===== config.mk =====
export PLATFORM = sky130hd
export DESIGN_NAME = ascii_display_scanner
export DESIGN_NICKNAME = d
export VERILOG_FILES = /design/src/rtl/ascii_display_scanner.sv
export SDC_FILE = /design/constraint.sdc
export NUM_CORES = 1
export LEC_CHECK = 0
export BUFFER_PORTS_ARGS = -buffer_cell sky130_fd_sc_hd__buf_2
export CAP_MARGIN = 20
export CORE_UTILIZATION = 55
export DETAILED_ROUTE_END_ITERATION = 16
export PLACE_DENSITY_LB_ADDON = 0.08
export SYNTH_ARGS = -nofsm -noshare
export SYNTH_HDL_FRONTEND = slang
export SYNTH_SLANG_ARGS = --single-unit

===== constraint.sdc =====
create_clock -name CLK -period 3.45 [get_ports CLK]
set_input_delay 0.5175 -clock CLK [delete_from_list [all_inputs] [get_ports CLK]]
set_output_delay 0.5175 -clock CLK [all_outputs]
set_load 0.02 [all_outputs]

===== src/rtl/ascii_display_scanner.sv =====
// Time-multiplexed scanner feeding one ASCII decoder: holds a DIGITS-entry
// character buffer, walks it one slot at a time and drives digit select plus ABI PWM.
module ascii_display_scanner #(
  parameter int DIGITS       = 8,
  parameter int PRESCALE     = 1000,
  parameter int BLANK_CYCLES = 4,
  parameter int STEP         = 66,
  localparam int AW          = (DIGITS > 1) ? $clog2(DIGITS) : 1
) (
  input  logic              CLK,
  input  logic              RST,
  input  logic              EN,
  input  logic              CLR,
  input  logic [3:0]        BRT,
  input  logic              WE,
  input  logic [AW-1:0]     WA,
  input  logic [6:0]        WD,
  output logic              WRDY,
  output logic              D0,
  output logic              D1,
  output logic              D2,
  output logic              D3,
  output logic              D4,
  output logic              D5,
  output logic              D6,
  output logic              ABI,
  output logic [DIGITS-1:0] DIG,
  output logic              FRM
);
  localparam int CW = (PRESCALE > 1) ? $clog2(PRESCALE) : 1;

  typedef enum logic [1:0] {S_CLEAR, S_IDLE, S_SCAN} state_t;

  state_t          state, state_nxt;
  logic [AW-1:0]   k, k_nxt;
  logic [AW-1:0]   idx, idx_nxt;
  logic [CW-1:0]   cnt, cnt_nxt;
  logic            clr_wr;
  logic            slot_start;
  logic            lit_nxt;
  logic [31:0]     cnt_ext;
  logic [6:0]      chr;
  logic [6:0]      buffer [DIGITS];

  assign WRDY = (state == S_IDLE || state == S_SCAN) && !CLR;
  assign {D6, D5, D4, D3, D2, D1, D0} = chr;

  always_comb begin
    state_nxt = state;
    k_nxt     = k;
    idx_nxt   = idx;
    cnt_nxt   = cnt;
    clr_wr    = 1'b0;
    if (CLR) begin
      state_nxt = S_CLEAR;
      k_nxt     = '0;
      idx_nxt   = '0;
      cnt_nxt   = '0;
    end else begin
      case (state)
        S_CLEAR: begin
          clr_wr = 1'b1;
          if (k == AW'(DIGITS - 1)) begin
            state_nxt = EN ? S_SCAN : S_IDLE;
            k_nxt     = '0;
          end else begin
            k_nxt = k + 1'b1;
          end
        end
        S_IDLE: begin
          if (EN) state_nxt = S_SCAN;
        end
        S_SCAN: begin
          if (!EN) begin
            state_nxt = S_IDLE;
            idx_nxt   = '0;
            cnt_nxt   = '0;
          end else if (cnt == CW'(PRESCALE - 1)) begin
            cnt_nxt = '0;
            idx_nxt = (idx == AW'(DIGITS - 1)) ? '0 : idx + 1'b1;
          end else begin
            cnt_nxt = cnt + 1'b1;
          end
        end
        default: state_nxt = S_CLEAR;
      endcase
    end
  end

  // Outputs are registered from next-state values so DIG/ABI/FRM switch together.
  assign slot_start = (state_nxt == S_SCAN) && (cnt_nxt == '0);
  assign cnt_ext    = 32'(cnt_nxt);
  assign lit_nxt    = (state_nxt == S_SCAN) && (cnt_ext >= 32'(BLANK_CYCLES)) &&
                      (cnt_ext < 32'(BLANK_CYCLES) + 32'(BRT) * 32'(STEP));

  always_ff @(posedge CLK or posedge RST) begin
    if (RST) begin
      state <= S_CLEAR;
      k     <= '0;
      idx   <= '0;
      cnt   <= '0;
      DIG   <= '0;
      chr   <= '0;
      ABI   <= 1'b0;
      FRM   <= 1'b0;
    end else begin
      state <= state_nxt;
      k     <= k_nxt;
      idx   <= idx_nxt;
      cnt   <= cnt_nxt;
      DIG   <= (state_nxt == S_SCAN) ? (DIGITS'(1) << idx_nxt) : '0;
      if (slot_start) chr <= buffer[idx_nxt];
      ABI   <= lit_nxt;
      FRM   <= slot_start && (idx_nxt == '0);
    end
  end

  // Buffer has no reset; CLEAR refills it with spaces before any scan.
  always_ff @(posedge CLK) begin
    if (clr_wr)
      buffer[k] <= 7'h20;
    else if (WE && WRDY && int'(WA) < DIGITS)
      buffer[WA] <= WD;
  end
endmodule


* Word level (Yosys, flattened, before mapping)
Memory sizes are Yosys's and may differ from the RTL's. A register that Yosys moved wholly into a read port is not among the register bits.
Cells that the tools add are included.
Widths: inputs -> output; s select.
** Word-level totals
- Register bits :: 28
- Bits in latches :: 0
- RAM bits :: 56
- ROM bits :: 0
- Logic and storage cells :: 64
- Memories :: 1
** Operators by class
- $add $sub $neg :: 4
- Multipliers :: 1
- Divide/modulo/power cells :: 0
- $lt $le $gt $ge :: 2
- Equal/unequal tests :: 6
- Shift operators :: 1
- Mux-type cells :: 29
- Bitwise logic cells :: 0
- Reductions and logical operators :: 13
** Memories
- buffer :: depth 8, width 7, read ports 1, clocked after memory_dff 1, wr ports 1, line 43 : logic [6:0] buffer [DIGITS];
** Operators by type and width (count)
- $mux 10 :: 4
- $mux 3 :: 9
- $add 3x11->12 const A :: 1
- $lt 10x12->1 :: 1
- $add 10x1->10 const B :: 1
- $eq 10x10->1 const B :: 1
- $ge 10x3->1 const B :: 1
- $logic_not 10->1 :: 1
- $mul 4x6->10 const B :: 1
- $mux 2 :: 5
- $mux 1 :: 8
- $mux 8 :: 1
- $shl 1x3->8 const A :: 1
- $mux 7 :: 1
- $reduce_or 7->1 :: 1
- $add 3x1->3 const B :: 2
- $eq 3x3->1 const B :: 2
- $logic_and 1x1->1 :: 6
- $pmux 2 s3 :: 1
- $eq 2x2->1 const B :: 2
- $logic_not 3->1 :: 1
- $eq 2x1->1 const B :: 1
- $logic_not 2->1 :: 1
- $reduce_bool 2->1 :: 1
- other kinds (2) :: 2

* Longest topological paths before layout
Gate-level depths: netlist of the first run.
- Depth after elaboration :: 9
- Mapped depth :: 15
- Mapped depth without buffers :: 13

* Least setup slack after synthesis of the first run
No wires, ideal clock.
- Path type :: reg-to-reg
- Start :: register state[0]
- End :: register ABI
- Arrival :: 2867 ps
- Data required time :: 3351 ps
- Slack :: 484 ps
- Stages on the path, launching flop included :: 16
- Buffers on the path :: 2
- Period minus slack after synthesis :: 2966 ps
- Cell sequence :: dfrtp_1 inv_1 ha_1 clkbuf_1 and4_1 clkbuf_1 nand3_1 xor2_1 nor2_1 ha_1 a21o_1 a21o_1 a21o_1 a21oi_1 o21ai_0 a311oi_1
** On the way
- Word-level cells in the longest chain between the ends :: 6
- Elaborated cells on any way between the ends :: 15
** RTL lines
- start: declaration :: line 34 : state_t state, state_nxt;
- start signal: assignment :: line 107 : state <= state_nxt;
- $eq 2x2->1 * :: line 60 : case (state)
- $mux 10 * :: line 60
- $mux 10 * :: line 54 : if (CLR) begin
- via cnt_nxt[5] :: line 37 : logic [CW-1:0] cnt, cnt_nxt;
- $ge 10x3->1 :: line 93 : assign lit_nxt = (state_nxt == S_SCAN) && (cnt_ext >= 32'(BLANK_CYCLES)) &&
- $logic_and 1x1->1 :: line 93
- $logic_and 1x1->1 * :: line 93
- via lit_nxt :: line 40 : logic lit_nxt;
- end signal: assignment :: line 113 : ABI <= lit_nxt;
- end: declaration :: line 26 : output logic ABI,
The timed path passes the listed nets; every way through them passes the cells marked *.
A chain may end at the register's enable or synchronous reset.

* Worst setup path in the final report of the first run
- Start :: register k[0]
- End :: register chr[1], read port of buffer
** On the way
- Word-level cells in the longest chain between the ends :: 6
** RTL lines
- start: declaration :: line 35 : logic [AW-1:0] k, k_nxt;
- start signal: assignment :: line 108 : k <= k_nxt;
- $eq 3x3->1 :: line 63 : if (k == AW'(DIGITS - 1)) begin
- $mux 2 :: line 63
- $pmux 2 s3 :: line 60
- $mux 2 :: line 54
- $eq 2x2->1 :: line 91 : assign slot_start = (state_nxt == S_SCAN) && (cnt_nxt == '0);
- $logic_and 1x1->1 :: line 91
- end: declaration :: line 42 : logic [6:0] chr;
Every way passes these cells.

==> results.json, run 1 <==
{
  "final_hold_viol_count": 0,
  "final_cells": 506,
  "placed_area_um2": 4780,
  "cts_setup_buffers": 0,
  "ant_nets": 0,
  "synth_edf_count": 56,
  "status": "complete, no violations",
  "grt_max_degree": 36,
  "fp-row-count": 32,
  "synthTopCellsByCount": "56 x edfxtp_1, 37 x nor2_1, 35 x dfrtp_1",
  "ctsHoldBuffers": 0,
  "port_buffers": 36,
  "dp_cells": 490,
  "synth.distinct_cells": 53,
  "clock_sinks": 91,
  "yosysTopAreaCell": "edfxtp_1",
  "die_w_um": 92.4,
  "nNetsFinal": 436,
  "cts_made_buffers": 9,
  "cap_violations": 0,
  "path_max_fanout": 8,
  "synth_nets": 399,
  "syn-cell-area_um2": 4490,
  "clock-root-buffer": "clkbuf_8",
  "ys_ff_latch": 91,
  "r2r_cells": 8,
  "cts_max_level": 3,
  "antenna_found_initial": 0,
  "grt_pass1_vias": 2847,
  "synth_area_leaders": "edfxtp_1 37%, dfrtp_1 19%, mux2i_1 6.9%, ha_1 5.0%, nor2_1 3.1%",
  "drt_iter0_drc": 117,
  "cts-resized-gates": 0,
  "antenna_cells": 0,
  "maxSlewViolCount": 0,
  "arrival_ns": 3.39,
  "max-slew-margin-rel": 0.430,
  "yosysSeqAreaShare": 0.569,
  "syn_avg_cell_area_um2": 12.4,
  "worstPathRequired_ns": 3.72,
  "power_leakage_nw": 2.32,
  "worst_pin_slew_ns": 0.852,
  "drcViolationCount": 0,
  "swShare": 0.236,
  "tns_ns": 0,
  "core_area_um2": 7810,
  "dieArea_um2": 8540,
  "cp-start-kind": "flop",
  "intPower_w": 0.00180,
  "min_period_ns": 3.12,
  "clkPwrFrac": 0.377,
  "rsz0062_at_grt": "false",
  "clk_path_buf_depth": 2,
  "drt_first_pass_iters": 5,
  "via_per_inst": 5.80,
  "syn2layout_area_growth_pct": 12.1,
  "postSynthCellCount": 362,
  "synthMostInstantiatedCell": "edfxtp_1",
  "ios": 37,
  "power_switching_w": 0.000557,
  "ir_drop_mv": 0.332,
  "r2r_slack_ns": 0.33,
  "ys.flop_type": "edfxtp_1",
  "power_density_nw_per_um2": 469,
  "grt_pass1_wl_mm": 14.3,
  "fin_area_um2": 5040,
  "dpl.hpwl_mm": 6.34,
  "path_class": "flop to flop",
  "grt.overflow.total": 0,
  "clk_latency_ns": 0.35,
  "gp_congestion": 0.806,
  "wire_per_inst_um": 17.4,
  "grt_use_total": 0.225,
  "maxClockFrequency_ghz": 0.320,
  "setup_viol": 0,
  "crit_path_end_kind": "flop",
  "pwr-share-comb": 0.099,
  "layout-drive-gt1-share": 0.188,
  "power_w": 0.00236,
  "seqPwrFrac": 0.524,
  "async_flop_share": 0.385,
  "yosysWarningCount": 0,
  "start_util": 0.576,
  "tritoncts": "done",
  "finalCritPeriodShare": 0.906,
  "wl_mm": 8.80,
  "clk_pin_slew_ns": 0.09,
  "hold_class": "primary input to async pin",
  "vias": 2935,
  "synth_top_area_frac": 0.374,
  "fin_skew_ns": 0.0139,
  "fp.dieH_um": 92.4
}
==> flip-flops by register name, summed over array words and instances, names as in the netlist <==
name / flops
ABI: 1
DIG: 8
FRM: 1
buffer: 56
chr: 7
cnt: 10
idx: 3
k: 3
state: 2
==> final timing paths <==
check / from / endpoint
min in group CLK: CLR / k[2]$_DFFE_PP0P_
worst max-delay path: k[0]$_DFFE_PP0P_ / chr[1]$_DFFE_PP0P_
max in group asynchronous: RST / FRM$_DFF_PP0_
worst max register to register: k[0]$_DFFE_PP0P_ / chr[1]$_DFFE_PP0P_
worst min register to register: chr[1]$_DFFE_PP0P_ / chr[1]$_DFFE_PP0P_
worst min-delay path: RST / chr[1]$_DFFE_PP0P_
==> cells by family after synthesis <==
kind of cell / Yosys count / share of synthesized area
fa+ha+maj: 18 / 0.0501
mux: 31 / 0.0690
buf+inv: 36 / 0.0365
flops: 91 / 0.569
xor+xnor: 11 / 0.0214
compound gates: 71 / 0.132
simple gates: 104 / 0.122
==> metrics by stage <==
stage | hold slack, ns | utilization | setup WS (ns)
global placement | 0.534 | 0.613 | 0.425
floorplan | 0.514 | - | 0.484
global route | 0.260 | 0.645 | 0.129
detailed placement | 0.519 | 0.613 | 0.352
CTS | 0.238 | 0.645 | 0.337
finish | 0.231 | 0.645 | 0.325
==> critical path, cell delays in order, from the launching register on <==
cell and delay, ns:
dfrtp_1 0.43, ha_1 0.22, ha_1 0.24, a22o_1 0.20, a221oi_1 0.42, o211ai_1 0.22
or3_1 0.47, or4_4 0.55, o31ai_2 0.28
==> area by class of cell <==
class	instances	area, µm²
fillers	603	2770
flip-flops and latches	91	2560
multi-input cells	235	1790
repair buffers	45	248
clock buffers	10	138
well taps	102	128
clock inverters	6	118
inverters	17	63.8
==> cells in the final DEF, fill, tap and decap left out, drive strengths merged, types with 2 or more instances in the layout <==
| master | n |
|---|---|
| edfxtp | 56 |
| buf | 45 |
| nor2 | 37 |
| dfrtp | 35 |
| mux2i | 31 |
| inv | 19 |
| ha | 18 |
| a22o | 16 |
| nand2 | 13 |
| clkbuf | 10 |
| xnor2 | 9 |
| o31ai | 9 |
| nor3 | 8 |
| and2 | 8 |
| a21oi | 7 |
| nor2b | 7 |
| o41ai | 7 |
| nand3 | 6 |
| o21ai | 5 |
| a21o | 5 |
| nand2b | 5 |
| o311ai | 5 |
| a31oi | 4 |
| and4 | 3 |
| or3 | 3 |
| bufinv | 3 |
| nand4 | 3 |
| or2 | 2 |
| a211oi | 2 |
| xor2 | 2 |
| o32ai | 2 |
| nor3b | 2 |
| a311oi | 2 |
==> power by group through the flow <==
stage | sequential, W | combinational, W | clock (W)
after floorplan | 0.00129 | 0.000118 | 0
after global placement | 0.00126 | 0.000234 | 0
after detailed placement | 0.00126 | 0.000237 | 0
after CTS | 0.00124 | 0.000238 | 0.000906
after global routing | 0.00124 | 0.000259 | 0.000945
final | 0.00124 | 0.000235 | 0.000890
==> per-layer routing <==
metal | vias to the layer above | routed length (µm) | global-route usage
met2 | 80 | 4270 | 0.365
met5 | - | 0 | 0
met1 | 1415 | 3990 | 0.291
li1 | 1426 | - | -
met4 | 0 | 174 | 0.116
met3 | 14 | 357 | 0.0378
No activity file was read; power rests on OpenSTA's default activity.
==> run 2: changes to the inputs <==
--- a/config.mk
+++ b/config.mk
@@ -5,6 +5,7 @@
 export SDC_FILE = /design/constraint.sdc
 export NUM_CORES = 1
 export LEC_CHECK = 0
+export ABC_AREA = 1
 export BUFFER_PORTS_ARGS = -buffer_cell sky130_fd_sc_hd__buf_2
 export CAP_MARGIN = 20
 export CORE_UTILIZATION = 55
==> run 2 against run 1 <==
  * Sequential cell count did not move
  * Total power decreased by 7.5%
  * Routed wire length grew 10%
  * Critical path depth up 3
  * Cell area is 0.22% higher
  * Non-clock buffer count down 5
  * Clock skew is 0.0017 ns higher
  * Register-to-register slack improved by 0.52 ns
  * Global-route usage up 2.6 points
  * Sequential power about the same
==> results.json, run 2 <==
{
  "status": "complete, no violations",
  "ys.flop_type": "edfxtp_1",
  "tns_ns": 0,
  "arrival_ns": 2.62,
  "nNetsFinal": 581,
  "synth-adder-area-share": 0.0491,
  "synthTopCellsByCount": "191 x nand2_1, 56 x edfxtp_1, 48 x inv_1",
  "clk_latency_ns": 0.37,
  "postSynthCellCount": 505,
  "final_cell_mix": "191 x nand2_1, 56 x edfxtp_1, 48 x inv_1, 40 x nand3_1, 36 x buf_2",
  "grt_busiest_layer": "met2",
  "path_class": "flop to flop",
  "grt_util_met3": 0.0366,
  "dieArea_um2": 8700,
  "cts_max_level": 3,
  "fillerInstances": 672,
  "maxClockFrequency_ghz": 0.384,
  "layout_commonest_cell": "nand2_1",
  "cp-start-kind": "flop",
  "core_area_um2": 7890,
  "synth_top_family_by_area": "simple AND/OR/NAND/NOR gates",
  "final_hold_viol_count": 0,
  "syn-cell-area_um2": 4580,
  "cts_made_buffers": 9,
  "power_w": 0.00218,
  "syn_avg_cell_area_um2": 9.08,
  "via_per_inst": 5.17,
  "synthXorXnorAreaFrac": 0.00955,
  "layout-drive-gt1-share": 0.166,
  "ant_nets": 0,
  "crit_path_end_kind": "flop",
  "fin_skew_ns": 0.0156,
  "final-seq-area_um2": 2560,
  "worst_pin_slew_ns": 0.766,
  "rr_endpoint": "buffer[1][3]$_DFFE_PP_",
  "synth_top_area_frac": 0.367,
  "die_w_um": 93.3,
  "fp-row-count": 32,
  "synthMostInstantiatedCell": "nand2_1",
  "ctsHoldBuffers": 0,
  "clk_path_buf_depth": 2,
  "vias": 3367,
  "grt_pass1_vias": 3400,
  "tritoncts": "done",
  "async_flop_share": 0.385,
  "antenna_found_initial": 0,
  "ys_ff_latch": 91,
  "r2r_cells": 11,
  "start_util": 0.581,
  "gp_congestion": 0.816,
  "drcViolationCount": 0,
  "yosysTopAreaCell": "edfxtp_1",
  "use_met1": 0.306,
  "r2r_slack_ns": 0.84,
  "synth_compound_area_frac": 0.0338,
  "clock-root-buffer": "clkbuf_8",
  "largest_reg_flops": 56,
  "clock_sinks": 91,
  "final_util": 0.640,
  "dpl.hpwl_mm": 6.87,
  "cp-startpoint": "state[1]$_DFF_PP0_",
  "ios": 37,
  "synth.distinct_cells": 37,
  "yosysSeqAreaShare": 0.558,
  "grtUsageMet2": 0.436,
  "min_period_ns": 2.61,
  "wl_mm": 9.68,
  "pre_cts_slack_ns": 0.840,
  "fp.dieH_um": 93.3,
  "grt_use_total": 0.251,
  "yosys.area_share.simple": 0.283,
  "drt_first_pass_iters": 5,
  "drt_iter0_drc": 214,
  "clk_pin_slew_ns": 0.10,
  "wire_per_inst_um": 14.9,
  "synth_edf_count": 56,
  "max-slew-margin-rel": 0.487,
  "yosysWarningCount": 0,
  "synth_nets": 542,
  "hold_class": "primary input to async pin",
  "cts_setup_buffers": 0,
  "synth_area_leaders": "edfxtp_1 37%, dfrtp_1 19%, nand2_1 16%, ha_1 4.9%, nand3_1 4.4%",
  "antenna_cells": 0,
  "grt_pass1_wl_mm": 16.2,
  "finalCritPeriodShare": 0.756,
  "top_register": "buffer",
  "maxSlewViolCount": 0,
  "grt_max_degree": 36,
  "ir_drop_mv": 0.255,
  "path_max_fanout": 10,
  "rsz0062_at_grt": "false",
  "timing.rr.start": "state[1]$_DFF_PP0_",
  "power_density_nw_per_um2": 433,
  "cts-resized-gates": 0,
  "multi_input_area_um2": 1720,
  "power_leakage_nw": 2.48,
  "syn2layout_area_growth_pct": 10.1,
  "setup_viol": 0,
  "worstPathRequired_ns": 3.46,
  "cap_violations": 0,
  "port_buffers": 36,
  "synthMuxAreaShare": 0,
  "grt.overflow.total": 0,
  "largestRegisters": "buffer x56, cnt x10, DIG x8",
  "finalWorstSetupSlack_ns": 0.843
}
run 2: cell types whose count changed after synthesis, sizes merged, moves of 8 or more:
cell / previous run / this run
a22o: 16 / 0
and2: 8 / 0
clkbuf: 10 / 1
inv: 17 / 54
mux2i: 31 / 0
nand2: 13 / 199
nand3: 6 / 44
nor2: 37 / 45
o31ai: 9 / 0
run 2: cell families (layout without fill, tap and decap cells):
kind of cell             count (synthesis)  after routing
flip-flops                              91             91
AND/OR/NAND/NOR                        299            299
adder cells (fa/ha/maj)                 18             18
XOR/XNOR                                 5              5
AO/OA/AOI/OAI                           25             25
buffers and inverters                   67            111
run 2: stage by stage:
| stage | hold WS (ns) | cell area, µm² | cells |
|---|---|---|---|
| after floorplan | 0.525 | 4580 | 505 |
| after global placement | 0.461 | 4830 | 635 |
| after detailed placement | 0.461 | 4830 | 635 |
| after CTS | 0.238 | 5050 | 651 |
| after global routing | 0.260 | 5050 | 651 |
| final | 0.227 | 5050 | 651 |
run 2: layout make-up:
cell class | instances | share of cell area
inverter | 55 | 0.0419
multi-input combinational | 347 | 0.341
sequential | 91 | 0.507
tap | 102 | 0.0253
clock buffer | 9 | 0.0245
clock inverter | 7 | 0.0188
timing repair buffer | 40 | 0.0416
run 2: per-layer routing:
layer  vias up  share of wire
li1       1694              -
met1      1565           0.44
met2        90           0.51
met3        18          0.035
met4         0          0.023
met5         -              0
run 2: worst max-delay path by stage:
stage | end | cells past startpoint | slack [ns]
2_1_floorplan | buffer[1][0]$_DFFE_PP_ | 11 | 0.85
3_3_place_gp | buffer[0][1]$_DFFE_PP_ | 11 | 0.92
3_5_place_dp | buffer[1][2]$_DFFE_PP_ | 11 | 0.84
4_1_cts | buffer[1][3]$_DFFE_PP_ | 11 | 0.82
5_1_grt | buffer[1][3]$_DFFE_PP_ | 11 | 0.56
6_report | buffer[1][3]$_DFFE_PP_ | 11 | 0.84
run 2: report_power, final:
group	total, W	internal, W	switching [W]	leakage (nW)
registers	0.00122	0.00120	0.0000198	0.955
logic	0.000185	0.0000623	0.000122	1.41
clock network	0.000781	0.000356	0.000425	0.111
run 2: worst max-delay path: stages (launching register included):
cell     delay, ns
dfrtp_1       0.42
inv_1         0.09
ha_1          0.27
inv_1         0.03
nor2_1        0.10
nand2_1       0.09
nor2_2        0.19
inv_2         0.11
or2_1         0.21
o21ai_0       0.14
nand2_1       0.13
nor2_1        0.46
